## src/rtl/pattern_apb_ctrl.sv

```systemverilog
// APB-programmed serial pattern detector: PAT/MASK/CTRL registers, shift/compare FSM,
// saturating match counter and sticky HIT. Define PAT_IRQ_EN to add CTRL.IE and the irq output.
module pattern_apb_ctrl #(
  parameter int PW    = 5,
  parameter int CNT_W = 16
) (
  input  logic        clk,
  input  logic        rst,
  input  logic        psel,
  input  logic        penable,
  input  logic        pwrite,
  input  logic [3:0]  paddr,
  input  logic [31:0] pwdata,
  output logic [31:0] prdata,
  output logic        pready,
  output logic        pslverr,
  input  logic        data_in,
  input  logic        data_valid,
`ifdef PAT_IRQ_EN
  output logic        pattern_det,
  output logic        irq
`else
  output logic        pattern_det
`endif
);

  localparam int FW = $clog2(PW + 1);
  localparam logic [FW-1:0]    FILL_FULL = FW'(PW);
  localparam logic [CNT_W-1:0] CNT_MAX   = '1;

  typedef enum logic [1:0] {IDLE, FILL, ARMED} state_t;

  state_t           state, state_nx;
  logic             en, overlap, ie_rd;
  logic [PW-1:0]    pat, mask, sr, sr_nx, sr_shift;
  logic [FW-1:0]    fill, fill_nx, fill_inc;
  logic [CNT_W-1:0] count;
  logic             hit_sticky, hit;
  logic             access, addr_ok, wr;
  logic             ctrl_wr, pat_wr, mask_wr, stat_wr;
  logic             clr, disable_wr, flush_wr;
  logic             pwdata_unused;

  assign access     = psel & penable;
  assign addr_ok    = (paddr[1:0] == 2'b00);
  assign wr         = access & pwrite & addr_ok;
  assign ctrl_wr    = wr & (paddr[3:2] == 2'd0);
  assign pat_wr     = wr & (paddr[3:2] == 2'd1);
  assign mask_wr    = wr & (paddr[3:2] == 2'd2);
  assign stat_wr    = wr & (paddr[3:2] == 2'd3);
  assign clr        = ctrl_wr & pwdata[2];
  assign disable_wr = ctrl_wr & ~pwdata[0];
  // Reprogramming the pattern while running invalidates the bits already collected
  assign flush_wr   = disable_wr | ((pat_wr | mask_wr) & en);
  assign sr_shift   = {sr[PW-2:0], data_in};
  assign fill_inc   = fill + FW'(1);
  assign pwdata_unused = ^pwdata;

  assign pready  = access;
  assign pslverr = access & ~addr_ok;

  always_ff @(posedge clk) begin
    if (rst) begin
      state <= IDLE;
      sr    <= '0;
      fill  <= '0;
    end else begin
      state <= state_nx;
      sr    <= sr_nx;
      fill  <= fill_nx;
    end
  end

  always_comb begin
    state_nx = state;
    sr_nx    = sr;
    fill_nx  = fill;
    hit      = 1'b0;
    if (disable_wr) begin
      state_nx = IDLE;
      sr_nx    = '0;
      fill_nx  = '0;
    end else if (state == IDLE) begin
      sr_nx   = '0;
      fill_nx = '0;
      if (ctrl_wr) state_nx = FILL;
    end else if (flush_wr) begin
      state_nx = FILL;
      sr_nx    = '0;
      fill_nx  = '0;
    end else if (data_valid) begin
      sr_nx = sr_shift;
      if (state == FILL) begin
        fill_nx = fill_inc;
        if (fill_inc == FILL_FULL) state_nx = ARMED;
      end
      // The bit that completes the fill is compared in the same cycle
      if (state == ARMED || (state == FILL && fill_inc == FILL_FULL))
        hit = (((sr_shift ^ pat) & mask) == '0);
      if (hit) begin
        if (overlap) begin
          state_nx = ARMED;
          fill_nx  = FILL_FULL;
        end else begin
          state_nx = FILL;
          sr_nx    = '0;
          fill_nx  = '0;
        end
      end
    end
  end

  always_ff @(posedge clk) begin
    if (rst) begin
      en          <= 1'b0;
      overlap     <= 1'b0;
      pat         <= '0;
      mask        <= '0;
      count       <= '0;
      hit_sticky  <= 1'b0;
      pattern_det <= 1'b0;
    end else begin
      pattern_det <= hit;
      if (ctrl_wr) begin
        en      <= pwdata[0];
        overlap <= pwdata[1];
      end
      if (pat_wr)  pat  <= pwdata[PW-1:0];
      if (mask_wr) mask <= pwdata[PW-1:0];
      // CLR beats a simultaneous increment; a new hit beats a simultaneous W1C
      if (clr)
        count <= '0;
      else if (hit && count != CNT_MAX)
        count <= count + CNT_W'(1);
      if (hit)
        hit_sticky <= 1'b1;
      else if (stat_wr && pwdata[16])
        hit_sticky <= 1'b0;
    end
  end

`ifdef PAT_IRQ_EN
  logic ie;

  always_ff @(posedge clk) begin
    if (rst) begin
      ie  <= 1'b0;
      irq <= 1'b0;
    end else begin
      if (ctrl_wr) ie <= pwdata[3];
      irq <= hit_sticky & ie;
    end
  end

  assign ie_rd = ie;
`else
  assign ie_rd = 1'b0;
`endif

  always_comb begin
    prdata = '0;
    if (access && !pwrite && addr_ok) begin
      case (paddr[3:2])
        2'd0: prdata = {28'd0, ie_rd, 1'b0, overlap, en};
        2'd1: prdata[PW-1:0] = pat;
        2'd2: prdata[PW-1:0] = mask;
        default: begin
          prdata[CNT_W-1:0] = count;
          prdata[16]        = hit_sticky;
        end
      endcase
    end
  end

endmodule
```

## config.mk

```make
export PLATFORM = sky130hd
export DESIGN_NAME = pattern_apb_ctrl
export DESIGN_NICKNAME = d
export VERILOG_FILES = /design/src/rtl/pattern_apb_ctrl.sv
export SDC_FILE = /design/constraint.sdc
export NUM_CORES = 1
export LEC_CHECK = 0
export ABC_AREA = 1
export CORE_ASPECT_RATIO = 0.6
export CORE_MARGIN = 2
export CORE_UTILIZATION = 45
export CTS_CLUSTER_DIAMETER = 60
export DETAILED_ROUTE_END_ITERATION = 8
export PLACE_DENSITY = 0.78
export SLEW_MARGIN = 10
export SYNTH_ARGS = -nofsm -noshare
export SYNTH_HDL_FRONTEND = slang
export SYNTH_SLANG_ARGS = --single-unit
```

## constraint.sdc

```tcl
create_clock -name clk -period 2.25 [get_ports clk]
set_input_delay 0.45 -clock clk [delete_from_list [all_inputs] [get_ports clk]]
set_output_delay 0.45 -clock clk [all_outputs]
set_load 0.05 [all_outputs]
```

=== Word level (Yosys, flattened, before mapping) ===
Cells that the tools add are included.

* Output and inout bits: 35
* Input bits: 43
* Logic and storage cells: 86
* Bits in registers: 39

* Bitwise logic cells: 17
* Reduce and logical (&&, ||, !) cells: 22
* Eq/ne operators: 8
* Add/subtract/negate cells: 2
* Mux-type cells: 27

{| class="wikitable"
|+ Operators by type and width
! cell !! count
|-
| two-way mux 17 bit || 1
|-
| adder 16 x 1 -> 16 bit (second input constant) || 1
|-
| two-way mux 2 bit || 8
|-
| inequality test 16 bit (second input constant) || 1
|-
| case mux 5 bit (3 select lines) || 1
|-
| two-way mux 12 bit || 1
|-
| AND 1 bit || 11
|-
| two-way mux 1 bit || 11
|-
| two-way mux 3 bit || 3
|-
| two-way mux 4 bit || 2
|-
| nonzero test 4 bit || 2
|-
| equality test 2 bit (second input constant) || 3
|-
| logical NOT 2 bit || 3
|-
| AND 5 bit || 1
|-
| logical AND 1 bit || 5
|-
| logical NOT 5 bit || 1
|-
| bitwise XOR 5 bit || 1
|-
| equality test 2 x 1 -> 1 bit (second input constant) || 2
|-
| AND reduction 4 bit || 1
|-
| nonzero test 2 bit || 2
|-
| OR reduction 2 bit || 2
|-
| OR reduction 4 bit || 1
|-
| adder 3 x 1 -> 3 bit (second input constant) || 1
|-
| equality test 3 bit (second input constant) || 1
|-
| 8 further kinds || 10
|}

=== Depth between registers and ports, before layout ===
* Depth after elaboration: 15
* Depth in mapped cells: 12
* Mapped depth without buffers: 12

=== Least setup slack after synthesis ===
Ideal clock, no wire load.

* Path kind: input to output
* From: input port paddr[0]
* To: output port prdata[10]
* Path slack: -406 ps
* Stages: 6
* Data arrival time: 2206 ps
* Data required time: 1800 ps
* Buffers on the path: 1
* Cell sequence: inv_1 > nand2_2 > nor3_1 > inv_1 > clkbuf_1 > nor3_1

* Cells in the longest elaborated chain, start to end: 3

{| class="wikitable"
|+ RTL lines
! what !! line !! RTL
|-
| from (decl) || 12 || <nowiki>input logic [3:0] paddr,</nowiki>
|-
| logical NOT 2 bit || 45 || <nowiki>assign addr_ok = (paddr[1:0] == 2'b00);</nowiki>
|-
| logical AND 1 bit || 162 || <nowiki>if (access && !pwrite && addr_ok) begin</nowiki>
|-
| two-way mux 17 bit || 162 ||
|-
| to (decl) || 14 || <nowiki>output logic [31:0] prdata,</nowiki>
|}

No other way between the ends.

=== Worst setup path in the final report ===
* From: input port penable
* To: output port prdata[0]

* Cells in the longest elaborated chain, start to end: 4

{| class="wikitable"
|+ RTL lines
! what !! line !! RTL
|-
| from (decl) || 10 || <nowiki>input logic penable,</nowiki>
|-
| AND 1 bit || 44 || <nowiki>assign access = psel & penable;</nowiki>
|-
| logical AND 1 bit (2 in a row) || 162 ||
|-
| two-way mux 17 bit || 162 ||
|}

No other way between the ends.

==> results by group <==
Yosys
  – Share of flip-flops with an asynchronous set or reset: 0
  – Top cell type's share of synthesized area: 0.310
  – Seq cells post-synth: 39
  – Post-Synthesis Cells: about 370
  – Leading area contributor after synthesis: dfxtp_1
  – Synth Flop Type: dfxtp_1
  – Register area share after synthesis: 0.310
  – Ys Warns: 0
  – Synthesized area per cell: ~6.7 um^2
  – Top post-synthesis cells by area: dfxtp_1, nand2_1, inv_1, a21oi_1, nand3_1
  – Unique masters post-synth: 36
  – Post-synth EDFFs: 0
  – Synthesized cell area: between 2000 and 3000 um^2

Worst setup path
  – Worst setup SP type: input port
  – Critical-path cell list: dlygate4sd2_1 -> nand2_2 -> nor3_4 -> inv_4 -> buf_6 -> a221oi_2 -> buf_4 -> buf_12
  – Top delay family on crit path: buffers and inverters
  – CP bufs+invs: 5
  – Critical Path End Type: output port
  – CP max FO: 4
  – Worst R2R Start: count[1]
  – Worst R2R Setup Slack: approximately 0.15 ns
  – Critical path capture point: prdata[0]
  – Critical path launch point: penable
  – Worst R2R Path Depth: 8
  – Critical Path RT: ~1.8 ns
  – Slowest stage delay, CP: around 0.26 ns
  – Critical-path top delay cell: nor3_4
  – Setup Crit Path Kind: in2out
  – CP Depth: 8
  – FF-to-FF End: count[12]
  – Critical path arrival: 1.76 ns

Timing
  – Hold slack final: 0.466 ns
  – RSZ-0062 raised after global routing: yes
  – Fin. Hold Viols: 0
  – Final count of pins violating max slew: 0
  – Clock Skew: 0.00926 ns
  – Tcrit/Tclk final: 0.984
  – Fmax: ~450 MHz
  – Tmin final: 2.21 ns
  – Setup violations, final: 0

Route
  – Detailed router's first-iteration violation count: ~230
  – Final WL: a little under 7000 um
  – Drt drc: 0
  – Vias/cell: 5.18
  – Post-DRT Antenna Nets: 0
  – Average wire per standard cell: 13.4 um
  – Total number of vias: ~2700
  – Drt pass-1 iters: 5

Global routing
  – Gr usage total: 0.235
  – Number of global-route vias before repair: 2443
  – Antenna violations before repair: 0
  – Total gr overflow: 0
  – First-pass GRT wire length: approximately 11000 um
  – Maximum number of pins on one net before global-route repair: 17

Hold path
  – Hold WC Path Type: reg2reg
  – Hold_sp: count[15]

Outcome
  – Outcome: complete, no violations

Clocking
  – TritonCTS buffer count: 5
  – Clock root buffer: clkbuf_8
  – # hold bufs at CTS: 0
  – Clk pin slew, worst setup/hold paths: around 0.080 ns
  – Htree depth: 2
  – TritonCTS Sinks: 39
  – CTS Buffer Depth: 2
  – Clk_lat worst skew: 0.30 ns
  – TritonCTS clock tree: yes

Power and ir drop
  – P per Cell Area: about 430 nW/um^2
  – Worst vdd ir: between 0.0002 and 0.0003 V
  – Leakage: about 1.5 nW

Die
  – IO Pins: 78
  – Die footprint: ~6200 um^2
  – Die H: 62.0 um
  – Placeable core region: 5490 um^2
  – Starting density of the core: 0.459
  – Placement Rows: 21
  – Die W: approximately 100 um

Final layout
  – Share of cells above drive strength 1: 0.223
  – Util after Layout: 0.644
  – Sequential standard cell area: ~780 um^2
  – Fillers: roughly 440
  – Antenna diodes: 0
  – Area Overhead vs Synth: 40.2%
  – Area occupied by multi-input gates: between 1000 and 1500 um^2
  – Nets@finish: roughly 490

Place
  – Post-DP HPWL: between 5000 and 6000 um
  – Port Buffers: 36
  – Placer congestion estimate: between 0.9 and 1

Job
  – Count of max-cap constraint violations: 0
flip-flops by register name, indices dropped and copies added (netlist names):
name and count:
overlap 1, fill 3, count 16, mask 5
pat 5, pattern_det 1, en 1, sr 4
hit_sticky 1, state 2
cell families (layout without fill, tap and decap cells):
family | after synthesis | after routing | share of synthesized area
compound gates | 64 | 64 | 0.135
xor+xnor | 13 | 13 | 0.0451
fa+ha+maj | 3 | 3 | 0.0149
buf+inv | 83 | 144 | 0.166
flops | 39 | 39 | 0.310
other cells | 1 | 15 | 0.00149
simple gates | 171 | 171 | 0.327
cell type report:
| class | count | share of cell area |
|---|---|---|
| Timing Repair Buffer | 76 | 0.253 |
| Clock buffer | 7 | 0.0272 |
| Inverter | 60 | 0.0644 |
| Multi-Input combinational cell | 266 | 0.408 |
| Tap cell | 69 | 0.0244 |
| Clock inverter | 1 | 0.00212 |
| Sequential cell | 39 | 0.221 |
stage by stage:
stage	power, W	TNS [ns]	instance area, um^2	std cells	setup slack (ns)
2_1_floorplan	0.000903	-3.94	2570	388	-0.406
3_3_place_gp	0.000963	-3.22	3310	505	-0.254
3_5_place_dp	0.000971	-3.82	3310	505	-0.307
4_1_cts	0.00150	0	3500	518	0.0247
5_1_grt	0.00156	-0.0389	3540	518	-0.0238
6_report	0.00151	0	3540	518	0.0353
timing repair:
| action | in CTS | in global routing |
|---|---|---|
| buffers inserted | 5 | 0 |
| gates cloned | 1 | 0 |
| pin swaps | 2 | 2 |
| gates resized for setup | 20 | 11 |
| hold endpoints to repair | 0 | 0 |
| endpoints found under the setup margin | 17 | 15 |
worst min-delay path: cells and delay by family (launching register included):
family	cells	cell delay [ns]
AND/OR/NAND/NOR	1	0.06
AO/OA/AOI/OAI	1	0.05
flip-flops	1	0.32
synthesized netlist by cell type, types with 2 or more instances:
| cell type | instances |
|---|---|
| nor3_1 | 15 |
| xor2_1 | 12 |
| o21ai_1 | 2 |
| a21oi_1 | 40 |
| nand2_1 | 70 |
| nand3_1 | 40 |
| inv_1 | 57 |
| nand2_2 | 4 |
| dfxtp_1 | 39 |
| nor2_4 | 2 |
| buf_4 | 16 |
| nor2_2 | 2 |
| nand4_1 | 2 |
| o22ai_1 | 4 |
| inv_2 | 3 |
| o21ai_0 | 15 |
| nor2_1 | 28 |
| ha_1 | 3 |
| clkbuf_1 | 3 |
worst min-delay path by stage:
stage | to | slack (ns) | depth (start not counted)
after floorplan | count[15] | 0.44 | 2
after global routing | overlap | 0.50 | 2
after global placement | count[15] | 0.45 | 2
after detailed placement | count[15] | 0.45 | 2
final | count[15] | 0.47 | 2
after CTS | count[15] | 0.47 | 2
power by group:
group          switching, W  leakage [nW]  internal, W
clock              0.000261        0.0505     0.000279
combinational      0.000179          1.10    0.0000877
sequential       0.00000607         0.314     0.000696
per-layer routing:
metal	vias up	routed length (um)	GRT usage
met5	-	0	0
met4	0	85	0.0685
met3	9	496	0.0548
met2	118	3010	0.363
met1	1229	3370	0.334
li1	1327	-	-
layout by cell type, fill, tap and decap left out, types with 3 or more instances in the layout:
master and count:
a21oi_1 39, dlygate4sd2_1 4, nand3_1 40, clkbuf_8 7, buf_12 21, nand2_1 69
buf_4 36, o21ai_0 15, xor2_1 12, nor2_1 25, nor3_2 5, inv_1 54
nor3_4 3, conb_1 15, nor2_2 5, o22ai_1 4, clkdlybuf4s15_1 3, nor3_1 9
dfxtp_1 39, clkdlybuf4s50_1 10, nand2_2 4, inv_2 5, ha_1 3
Power figures use the tool's default switching activity.
